### config.mk
export PLATFORM = sky130hd
export DESIGN_NAME = dmem_access_unit_flat
export DESIGN_NICKNAME = d
export VERILOG_FILES = /design/src/rtl/dmem_access_unit_if.sv /design/src/rtl/dmem_access_unit.sv /design/src/flat_wrapper.sv
export SDC_FILE = /design/constraint.sdc
export NUM_CORES = 1
export LEC_CHECK = 0
export CORE_MARGIN = 5
export CORE_UTILIZATION = 45
export CTS_BUF_LIST = sky130_fd_sc_hd__clkbuf_4 sky130_fd_sc_hd__clkbuf_8 sky130_fd_sc_hd__clkbuf_16
export CTS_CLUSTER_DIAMETER = 50
export DETAILED_ROUTE_END_ITERATION = 8
export PLACE_DENSITY = 0.78
export SKIP_CTS_REPAIR_TIMING = 1
export SYNTH_ARGS = -nofsm -noshare
export SYNTH_HDL_FRONTEND = slang
export SYNTH_SLANG_ARGS = --single-unit
### constraint.sdc
create_clock -name clk -period 3.7 [get_ports clk]
set_input_delay 0.37 -clock clk [delete_from_list [all_inputs] [get_ports clk]]
set_output_delay 0.37 -clock clk [all_outputs]
set_load 0.01 [all_outputs]
### src/rtl/dmem_access_unit_if.sv
// Data-bus bundle between the M-stage access unit (master) and the data memory fabric (slave).
interface dmem_access_unit_if;
    logic        bus_req_valid;
    logic        bus_req_ready;
    logic        bus_we;
    logic [31:0] bus_addr;
    logic [31:0] bus_wdata;
    logic [3:0]  bus_wstrb;
    logic        bus_rsp_valid;
    logic [31:0] bus_rdata;
    logic        bus_err;

    modport master (
        output bus_req_valid,
        output bus_we,
        output bus_addr,
        output bus_wdata,
        output bus_wstrb,
        input  bus_req_ready,
        input  bus_rsp_valid,
        input  bus_rdata,
        input  bus_err
    );

    modport slave (
        input  bus_req_valid,
        input  bus_we,
        input  bus_addr,
        input  bus_wdata,
        input  bus_wstrb,
        output bus_req_ready,
        output bus_rsp_valid,
        output bus_rdata,
        output bus_err
    );
endinterface

### src/rtl/dmem_access_unit.sv
// M-stage data-bus master: request sequencing, lane steering, load extension, misalignment and stall.
// Optional bus watchdog is built when DMEM_TIMEOUT_EN is defined.
module dmem_access_unit #(
    parameter int unsigned TIMEOUT = 255
) (
    input  logic                      clk,
    input  logic                      rst,
    input  logic                      MemReadM,
    input  logic                      MemWriteM,
    input  logic [2:0]                FunctM,
    input  logic [31:0]               AddrM,
    input  logic [31:0]               StoreDataM,
    input  logic                      FlushM,
    output logic                      StallMemReq,
    output logic [31:0]               LoadDataM,
    output logic                      LoadValidM,
    output logic                      MisalignExc,
    output logic                      BusErrExc,
    dmem_access_unit_if.master        bus
);
    localparam int unsigned DataW = 32;
    localparam int unsigned StrbW = 4;

    typedef enum logic [1:0] {
        IDLE = 2'd0,
        REQ  = 2'd1,
        WAIT = 2'd2,
        DONE = 2'd3
    } memStateT;

    memStateT         stateQ;
    memStateT         stateD;
    logic [2:0]       functQ;
    logic [1:0]       offQ;
    logic             killQ;
    logic             killNext;
    logic             accessReq;
    logic             misaligned;
    logic             accessOk;
    logic             reqFire;
    logic             timeoutHit;
    logic [DataW-1:0] wdataNext;
    logic [StrbW-1:0] wstrbNext;

    // Pick the addressed byte/half out of the bus word and extend it per funct3.
    function automatic logic [DataW-1:0] extendLoad(input logic [DataW-1:0] raw,
                                                    input logic [2:0]       funct,
                                                    input logic [1:0]       off);
        logic [7:0]  byteSel;
        logic [15:0] halfSel;
        byteSel = 8'(raw >> {off, 3'b000});
        halfSel = 16'(raw >> {off[1], 4'b0000});
        case (funct)
            3'b000:  extendLoad = {{24{byteSel[7]}}, byteSel};
            3'b001:  extendLoad = {{16{halfSel[15]}}, halfSel};
            3'b100:  extendLoad = {24'd0, byteSel};
            3'b101:  extendLoad = {16'd0, halfSel};
            default: extendLoad = raw;
        endcase
    endfunction

    assign accessReq = (MemReadM | MemWriteM) & ~FlushM & ~rst;
    assign accessOk  = accessReq & ~misaligned;
    assign reqFire   = bus.bus_req_valid & bus.bus_req_ready;
    assign killNext  = killQ | FlushM;

    always_comb begin
        misaligned = 1'b0;
        case (FunctM[1:0])
            2'b01:   misaligned = AddrM[0];
            2'b10:   misaligned = |AddrM[1:0];
            default: misaligned = 1'b0;
        endcase
    end

    // Store lane steering; loads carry no strobes and no data.
    always_comb begin
        wdataNext = StoreDataM;
        wstrbNext = 4'b1111;
        case (FunctM[1:0])
            2'b00: begin
                wdataNext = {4{StoreDataM[7:0]}};
                wstrbNext = 4'b0001 << AddrM[1:0];
            end
            2'b01: begin
                wdataNext = {2{StoreDataM[15:0]}};
                wstrbNext = AddrM[1] ? 4'b1100 : 4'b0011;
            end
            default: begin
                wdataNext = StoreDataM;
                wstrbNext = 4'b1111;
            end
        endcase
        if (!MemWriteM) begin
            wdataNext = '0;
            wstrbNext = '0;
        end
    end

`ifdef DMEM_TIMEOUT_EN
    localparam int unsigned WdogW = 10;

    logic [WdogW-1:0] wdogQ;
    logic             inBus;

    assign inBus = (stateQ == REQ) || (stateQ == WAIT);

    always_ff @(posedge clk or posedge rst) begin
        if (rst) begin
            wdogQ <= '0;
        end else if (inBus) begin
            wdogQ <= wdogQ + WdogW'(1);
        end else begin
            wdogQ <= '0;
        end
    end

    // Fires on the TIMEOUT-th cycle spent in REQ/WAIT.
    assign timeoutHit = inBus && (wdogQ >= WdogW'(TIMEOUT - 1));
`else
    logic [31:0] unusedTimeout;

    assign unusedTimeout = 32'(TIMEOUT);
    assign timeoutHit    = 1'b0;
`endif

    always_ff @(posedge clk or posedge rst) begin
        if (rst) begin
            stateQ <= IDLE;
        end else begin
            stateQ <= stateD;
        end
    end

    // Next state plus the two combinational pipeline-facing flags.
    always_comb begin
        stateD      = stateQ;
        StallMemReq = 1'b0;
        MisalignExc = 1'b0;
        case (stateQ)
            IDLE: begin
                MisalignExc = accessReq & misaligned;
                if (accessOk) begin
                    StallMemReq = 1'b1;
                    stateD      = REQ;
                end
            end
            REQ: begin
                StallMemReq = 1'b1;
                if (reqFire) begin
                    stateD = WAIT;
                end else if (timeoutHit) begin
                    stateD = DONE;
                end
            end
            WAIT: begin
                StallMemReq = 1'b1;
                if (bus.bus_rsp_valid) begin
                    stateD = DONE;
                end else if (timeoutHit) begin
                    stateD = DONE;
                end
            end
            DONE: begin
                stateD = IDLE;
            end
            default: begin
                stateD = IDLE;
            end
        endcase
    end

    // Request payload, kill tracking and the DONE-cycle result registers.
    always_ff @(posedge clk or posedge rst) begin
        if (rst) begin
            bus.bus_req_valid <= 1'b0;
            bus.bus_we        <= 1'b0;
            bus.bus_addr      <= '0;
            bus.bus_wdata     <= '0;
            bus.bus_wstrb     <= '0;
            functQ            <= '0;
            offQ              <= '0;
            killQ             <= 1'b0;
            LoadDataM         <= '0;
            LoadValidM        <= 1'b0;
            BusErrExc         <= 1'b0;
        end else begin
            LoadValidM <= 1'b0;
            BusErrExc  <= 1'b0;
            case (stateQ)
                IDLE: begin
                    killQ <= 1'b0;
                    if (accessOk) begin
                        bus.bus_req_valid <= 1'b1;
                        bus.bus_we        <= MemWriteM;
                        bus.bus_addr      <= {AddrM[31:2], 2'b00};
                        bus.bus_wdata     <= wdataNext;
                        bus.bus_wstrb     <= wstrbNext;
                        functQ            <= FunctM;
                        offQ              <= AddrM[1:0];
                    end
                end
                REQ: begin
                    killQ <= killNext;
                    if (reqFire) begin
                        bus.bus_req_valid <= 1'b0;
                    end else if (timeoutHit) begin
                        bus.bus_req_valid <= 1'b0;
                        LoadDataM         <= '0;
                        BusErrExc         <= ~killNext;
                    end
                end
                WAIT: begin
                    killQ <= killNext;
                    if (bus.bus_rsp_valid) begin
                        LoadDataM  <= extendLoad(bus.bus_rdata, functQ, offQ);
                        LoadValidM <= ~bus.bus_we & ~bus.bus_err & ~killNext;
                        BusErrExc  <= bus.bus_err & ~killNext;
                    end else if (timeoutHit) begin
                        LoadDataM <= '0;
                        BusErrExc <= ~killNext;
                    end
                end
                default: begin
                    killQ <= killQ;
                end
            endcase
        end
    end
endmodule

### src/flat_wrapper.sv
// flat-port wrapper written by rule: the top's interface ports become plain ports
module dmem_access_unit_flat 
#(
    parameter int unsigned TIMEOUT = 255
)
  (clk, rst, MemReadM, MemWriteM, FunctM, AddrM, StoreDataM, FlushM, StallMemReq, LoadDataM, LoadValidM, MisalignExc, BusErrExc, bus_bus_req_valid, bus_bus_we, bus_bus_addr, bus_bus_wdata, bus_bus_wstrb, bus_bus_req_ready, bus_bus_rsp_valid, bus_bus_rdata, bus_bus_err);
  dmem_access_unit_if bus_i ();
  input  logic clk;
  input  logic rst;
  input  logic MemReadM;
  input  logic MemWriteM;
  input  logic [2:0] FunctM;
  input  logic [31:0] AddrM;
  input  logic [31:0] StoreDataM;
  input  logic FlushM;
  output logic StallMemReq;
  output logic [31:0] LoadDataM;
  output logic LoadValidM;
  output logic MisalignExc;
  output logic BusErrExc;
  output wire logic [$bits(bus_i.bus_req_valid)-1:0] bus_bus_req_valid;
  output wire logic [$bits(bus_i.bus_we)-1:0] bus_bus_we;
  output wire logic [$bits(bus_i.bus_addr)-1:0] bus_bus_addr;
  output wire logic [$bits(bus_i.bus_wdata)-1:0] bus_bus_wdata;
  output wire logic [$bits(bus_i.bus_wstrb)-1:0] bus_bus_wstrb;
  input wire logic [$bits(bus_i.bus_req_ready)-1:0] bus_bus_req_ready;
  input wire logic [$bits(bus_i.bus_rsp_valid)-1:0] bus_bus_rsp_valid;
  input wire logic [$bits(bus_i.bus_rdata)-1:0] bus_bus_rdata;
  input wire logic [$bits(bus_i.bus_err)-1:0] bus_bus_err;
  assign bus_bus_req_valid = bus_i.bus_req_valid;
  assign bus_bus_we = bus_i.bus_we;
  assign bus_bus_addr = bus_i.bus_addr;
  assign bus_bus_wdata = bus_i.bus_wdata;
  assign bus_bus_wstrb = bus_i.bus_wstrb;
  assign bus_i.bus_req_ready = bus_bus_req_ready;
  assign bus_i.bus_rsp_valid = bus_bus_rsp_valid;
  assign bus_i.bus_rdata = bus_bus_rdata;
  assign bus_i.bus_err = bus_bus_err;
  dmem_access_unit #(.TIMEOUT(TIMEOUT)) u_core (.clk(clk), .rst(rst), .MemReadM(MemReadM), .MemWriteM(MemWriteM), .FunctM(FunctM), .AddrM(AddrM), .StoreDataM(StoreDataM), .FlushM(FlushM), .StallMemReq(StallMemReq), .LoadDataM(LoadDataM), .LoadValidM(LoadValidM), .MisalignExc(MisalignExc), .BusErrExc(BusErrExc), .bus(bus_i));
endmodule
==> run summary, run 1 <==
Vias in the first global route: 4,766
Internal: 0.00405 W
Vias after detailed routing: 4,511
Required @ worst endpoint: 3.33 ns
Status: finished clean
Post-synth EDFFs: 0
Most frequent cells after synthesis: dfrtp_1 (110), nand2_1 (60), mux2_4 (56), a21oi_1 (41), mux2i_1 (28)
Std-Cell Rows: 41
Final min period: 3.12 ns
Clk sinks: 110
# diodes: 0
CTS buffer count: 9
Area taken by multi-input logic gates: 2600 um^2
Placed instance area: 7840 um^2
Layout net count: 810
Crit. End Element: primary output
Cell area after layout: 8120 um^2
Syn Area/Cell: 11.4 um^2
Leak: 3.47 nW
Worst EP arrival: 2.75 ns
FF+latch area: 2750 um^2
Pwr/cell area: 756 nW/um^2
Fin crit share: 0.844
IO buf count: 210
Sum Neg Setup Slack: 0 ns
NetSw: 0.00209 W
Initial antenna violation count: 0
Max Root-Sink Buffers: 2
Final Hold Viols: 0
Most used flip-flop cell after synthesis: dfrtp_1
Max IR drop VDD: 0.344 mV
Max FO, Critical Path: 6
Skew-Pair Late Insertion Delay: 0.35 ns
First-pass GRT wire length: 25,300 um
Die height: 123 um
Max Clk Rate: 320 MHz
Worst slew pin tran: 0.906 ns
Sequential share of power: 0.357
CTS tree: yes
Final Max Tran Viols: 0
Pre-Repair DR Iteration Count: 4
Global route overflow: 0
DR iter-0 viols: 437
Fraction of layout cells with a size suffix above 1: 0.133
DRC: 0
CTS Root Cell: clkbuf_16
Slew HR: 0.395
Die area: 15,000 um^2
Htree depth: 3
Clk slew on worst S/H paths: 0.07 ns
Ranking of synthesized cells by area: dfrtp_1 (48%), mux2_4 (15%), mux2i_1 (4.9%), nand2_1 (3.9%), a21oi_1 (3.6%)
Area Growth Syn to Fin: 42.4%
Routed Wire Length: 16,300 um
Comb power frac: 0.490
Synthesized netlist cell count: 501
Synth async-reset ratio: 1.00
Worst Clk Skew: 0.00756 ns
Register area share after synthesis: 0.482
Vias/cell: 5.17
Standard cell core area: 12,500 um^2
Min-Delay Path Class: reg2reg
Sw frac: 0.341
Share of the synthesized area in the top cell type: 0.482
Starting density of the core: 0.456
Largest net degree at the start of global routing: 73
Register bit total from synthesis: 110
Synth unique cells: 41
Detailed-route wire length per cell: 18.7 um
Ys Warns: 0
ANT nets after route: 0
# fillers: 1,042
Die Wd: 123 um
Clock power frac: 0.154
Total GRT Usage: 0.218
RSZ-0062 raised after global routing: false
Count leader, synth: dfrtp_1
Gpl congestion: 0.915
Synth area leader: dfrtp_1
Synthesized area: 5710 um^2
IO Count: 213
Final setup violation count: 0
DP HPWL: 12,200 um
Max_cap viols: 0
Setup Crit Path Kind: in2out
Element type at the critical path start: primary input
## power by group through the flow
stage | logic (W) | registers [W] | clock network (W)
after global placement | 0.00296 | 0.00218 | 0
after floorplan | 0.00136 | 0.00234 | 0
final | 0.00301 | 0.00219 | 0.000944
after global routing | 0.00324 | 0.00226 | 0.00100
after detailed placement | 0.00303 | 0.00219 | 0
after CTS | 0.00304 | 0.00219 | 0.000956
## placed cells by master, fill, tap and decap left out, types with 2 or more instances in the layout
cell type,count
mux2_2,6
nor2b_1,15
nor2_1,25
mux2i_1,28
o21ai_0,12
nand3b_1,7
dfrtp_1,110
inv_1,20
a21boi_0,16
a21oi_1,41
conb_1,2
clkdlybuf4s50_1,210
clkinvlp_4,3
a22oi_1,2
inv_6,2
nand2_1,60
nor3b_1,7
nor3_1,3
buf_12,2
ha_1,7
clkbuf_16,9
a311oi_1,7
nand2b_1,10
or3_1,10
buf_4,6
o31ai_1,8
mux2_4,56
## sequential cells by signal, summed over array words and instances, names as in the netlist
register	count
u_core.bus.bus_addr	30
u_core.stateQ	2
u_core.functQ	3
u_core.bus.bus_we	1
u_core.BusErrExc	1
u_core.bus.bus_req_valid	1
u_core.bus.bus_wdata	32
u_core.bus.bus_wstrb	4
u_core.offQ	2
u_core.LoadDataM	32
u_core.killQ	1
u_core.LoadValidM	1
## final timing paths
path	start	endpoint	slack, ns	cells past startpoint
max	FunctM[1]	StallMemReq	0.58	8
max reg2reg	u_core.offQ[1]	u_core.LoadDataM[30]	1.49	4
max in group asynchronous	rst	u_core.bus.bus_addr[4]	2.41	3
min	u_core.LoadDataM[0]	u_core.LoadDataM[0]	0.48	2
min in group asynchronous	rst	u_core.killQ	0.56	2
min reg2reg	u_core.LoadDataM[0]	u_core.LoadDataM[0]	0.48	2
## critical path: stages
cell and delay [ns]:
clkdlybuf4s50_1 0.54, buf_4 0.24, ha_1 0.20, o211a_1 0.23
a31oi_2 0.26, and3_4 0.26, o21ba_2 0.13, clkdlybuf4s50_1 0.53
## final cells by class
type / instances / share of cell area
inverter: 21 / 0.0100
tap: 172 / 0.0265
multi-input combinational: 336 / 0.320
timing repair buffer: 218 / 0.269
clock buffer: 11 / 0.0303
sequential: 110 / 0.339
clock inverter: 5 / 0.00493
## through the flow
stage / worst slack [ns] / power (W) / hold slack, ns / instances / util
after global placement: 0.586 / 0.00514 / 0.462 / 857 / 0.626
after global routing: 0.449 / 0.00650 / 0.519 / 873 / 0.649
after CTS: 0.570 / 0.00619 / 0.488 / 873 / 0.649
after floorplan: 0.428 / 0.00369 / 0.441 / 502 / -
final: 0.576 / 0.00614 / 0.484 / 873 / 0.649
after detailed placement: 0.576 / 0.00522 / 0.471 / 857 / 0.626
## cells by family after synthesis
family | after synthesis | share of synthesized area
AO/OA/AOI/OAI | 97 | 0.109
adder cells (fa/ha/maj) | 7 | 0.0153
buffers and inverters | 56 | 0.0625
flip-flops | 110 | 0.482
multiplexers | 91 | 0.212
other | 1 | 0.000657
AND/OR/NAND/NOR | 139 | 0.118
## routing by layer
| layer | vias to the layer above | track usage | wire length [um] |
|---|---|---|---|
| li1 | 2108 | - | - |
| met1 | 2187 | 0.272 | 6630 |
| met2 | 194 | 0.351 | 7780 |
| met3 | 22 | 0.0848 | 1630 |
| met4 | 0 | 0.0644 | 289 |
| met5 | - | 0 | 0 |
(Power assumes the default switching activity.)
==> run 2: changes to the inputs <==
- CORE_UTILIZATION: 45 -> 41
- PLACE_DENSITY: 0.78 -> 0.75
- clock period: 3.7 -> 2.6 ns (I/O delays scaled with it)
==> run 2 against run 1 <==
Effect of this change: first-iteration DRC count is 19% lower; wire length is 1.4% higher; utilization is 4.8 points lower; sequential share of layout area is 0.64 points lower; register-to-register slack worse by 0.83 ns; die area is 9.0% higher; power is 43% higher; clock skew is 0.0026 ns higher; worst setup slack worse by 0.43 ns.
==> run summary, run 2 (synthesis gave the netlist of run 1 again) <==
Max Root-Sink Buffers: 2 (unchanged)
Worst setup margin: 0.144 ns (was 0.576 ns)
Min-Delay Path Class: in2reg (was reg2reg)
Comb power frac: 0.497 (was 0.490)
CTS tree: yes (unchanged)
GR peak layer: met2 (unchanged)
Skew-Pair Late Insertion Delay: 0.35 ns (about the same)
Placed instance area: 7990 um^2 (was 7840 um^2)
RSZ-0062 raised after global routing: false (unchanged)
Post-place setup slack: -0.0587 ns (was 0.576 ns)
Vias/cell: 5.19 (was 5.17)
Worst Clk Skew: 0.0102 ns (was 0.00756 ns)
Worst slew pin tran: 0.568 ns (was 0.906 ns)
Crit. End Element: primary output (unchanged)
CTS buffer count: 9 (unchanged)
ANT nets after route: 0 (unchanged)
Std-Cell Rows: 43 (was 41)
Die area: 16,400 um^2 (was 15,000 um^2)
Worst EP arrival: 2.20 ns (was 2.75 ns)
Fraction of layout cells with a size suffix above 1: 0.152 (was 0.133)
CP Launch Point: FunctM[1] (unchanged)
R2R setup slack: 0.66 ns (was 1.49 ns)
Element type at the critical path start: primary input (unchanged)
Max Clk Rate: 407 MHz
Clock power frac: 0.151 (was 0.154)
Final setup violation count: 0 (unchanged)
Largest net degree at the start of global routing: 111 (was 73)
Initial antenna violation count: 0 (unchanged)
Vias after detailed routing: 4,655 (was 4,511)
NetSw: 0.00301 W (was 0.00209 W)
Final Hold Viols: 0 (unchanged)
Hold Startpoint: bus_bus_err (was u_core.LoadDataM[0])
Slew HR: 0.621 (was 0.395)
Area Growth Syn to Fin: 45.1% (was 42.4%)
Die height: 128 um (was 123 um)
Sw frac: 0.342 (was 0.341)
Status: finished clean (unchanged)
Total GRT Usage: 0.201 (was 0.218)
Pre-Repair DR Iteration Count: 5 (was 4)
Gpl congestion: 0.905 (was 0.915)
Pwr/cell area: 1060 nW/um^2 (was 756 nW/um^2)
IO buf count: 210 (unchanged)
Detailed-route wire length per cell: 18.5 um (was 18.7 um)
Met2 Use GR: 0.327 (was 0.351)
Met1 Resource Use GR: 0.257 (was 0.272)
R2R Path Start: u_core.stateQ[0] (was u_core.offQ[1])
DRC: 0 (unchanged)
Max IR drop VDD: 0.599 mV (was 0.344 mV)
WHS Path Cells: 3 (was 2)
Largest regs: u_core.LoadDataM: 32 flops, u_core.bus.bus_wdata: 32 flops, u_core.bus.bus_addr: 30 flops (unchanged)
Final min period: 2.46 ns
IO Count: 213 (unchanged)
Max FO, Critical Path: 4 (was 6)
Starting density of the core: 0.414 (was 0.456)
# diodes: 0 (unchanged)
DR iter-0 viols: 352 (was 437)
Final Max Tran Viols: 0 (unchanged)
Vias in the first global route: 4,934 (was 4,766)
Cell area after layout: 8280 um^2 (was 8120 um^2)
# fillers: 1,164 (was 1,042)
M3 GR Usage: 0.0567 (was 0.0848)
Leak: 3.57 nW (was 3.47 nW)
Worst r2r path cells: 6 (was 4)
Required @ worst endpoint: 2.34 ns (was 3.33 ns)
First-pass GRT wire length: 26,000 um (was 25,300 um)
Die Wd: 128 um (was 123 um)
Fin crit share: 0.945
Htree depth: 3 (unchanged)
Most common cell after layout, fill and taps aside: clkdlybuf4s50_1 (unchanged)
Global route overflow: 0 (unchanged)
Reg-to-Reg End: u_core.bus.bus_addr[17] (was u_core.LoadDataM[30])
Routed Wire Length: 16,600 um (was 16,300 um)
Sequential share of power: 0.352 (was 0.357)
Max_cap viols: 0 (unchanged)
Standard cell core area: 13,800 um^2 (was 12,500 um^2)
CTS Root Cell: clkbuf_16 (unchanged)
Most frequent cells in the layout: clkdlybuf4s50_1 (209), dfrtp_1 (110), nand2_1 (60), mux2_4 (56), a21oi_1 (41) (was clkdlybuf4s50_1 (210), dfrtp_1 (110), nand2_1 (60), mux2_4 (56), a21oi_1 (41))
Clk sinks: 110 (unchanged)
Setup Crit Path Kind: in2out (unchanged)
Layout net count: 826 (was 810)
Internal: 0.00579 W (was 0.00405 W)
DP HPWL: 12,400 um (was 12,200 um)
Clk slew on worst S/H paths: 0.07 ns (about the same)
Hold EP: u_core.BusErrExc (was u_core.LoadDataM[0])
==> run 2: metal layers <==
| metal | wire (um) | vias to the layer above |
|---|---|---|
| met2 | 7810 | 236 |
| li1 | - | 2147 |
| met3 | 1490 | 26 |
| met1 | 6890 | 2246 |
| met5 | 0 | - |
| met4 | 379 | 0 |
==> run 2: final cells by class <==
| class | instances | area, um^2 | area share |
|---|---|---|---|
| sequential | 110 | 2750 | 0.332 |
| multi-input combinational | 336 | 2600 | 0.314 |
| timing repair buffer | 234 | 2330 | 0.282 |
| clock buffer | 10 | 233 | 0.0281 |
| tap | 180 | 225 | 0.0272 |
| inverter | 21 | 82.6 | 0.00997 |
| clock inverter | 6 | 51.3 | 0.00620 |
==> run 2: worst max-delay path by stage <==
stage | end | slack, ns
after detailed placement | u_core.bus.bus_addr[22] | -0.06
after global routing | MisalignExc | 0.04
after CTS | StallMemReq | -0.04
final | MisalignExc | 0.14
after floorplan | StallMemReq | 0.22
after global placement | StallMemReq | 0.04
==> run 2: metrics by stage <==
stage                     std cells  utilization  total power [W]  TNS, ns  hold WS (ns)
after floorplan                 502            -          0.00526        0         0.331
after global placement          881        0.580          0.00740        0         0.459
after detailed placement        881        0.580          0.00750    -1.86         0.466
after CTS                       897        0.601          0.00889  -0.0378         0.453
after global routing            897        0.601          0.00934        0         0.490
final                           897        0.601          0.00880        0         0.472
==> run 2: power by group through the flow <==
stage	Clock, W	Sequential [W]	Combinational, W
floorplan	0	0.00333	0.00193
global placement	0	0.00309	0.00431
detailed placement	0	0.00309	0.00441
CTS	0.00137	0.00310	0.00443
global route	0.00144	0.00320	0.00471
finish	0.00133	0.00310	0.00438
==> run 2: worst max-delay path: stages <==
cell             delay [ns]
clkdlybuf4s50_1        0.52
inv_1                  0.09
ha_1                   0.32
o211a_1                0.17
a31oi_2                0.05
buf_4                  0.16
nor2_1                 0.10
clkdlybuf4s50_1        0.54
==> run 3: changes to the inputs <==
- CAP_MARGIN: unset -> 10
==> results of run 3 <==
No change in the layout: final DEF, timing and power equal those of run 2.
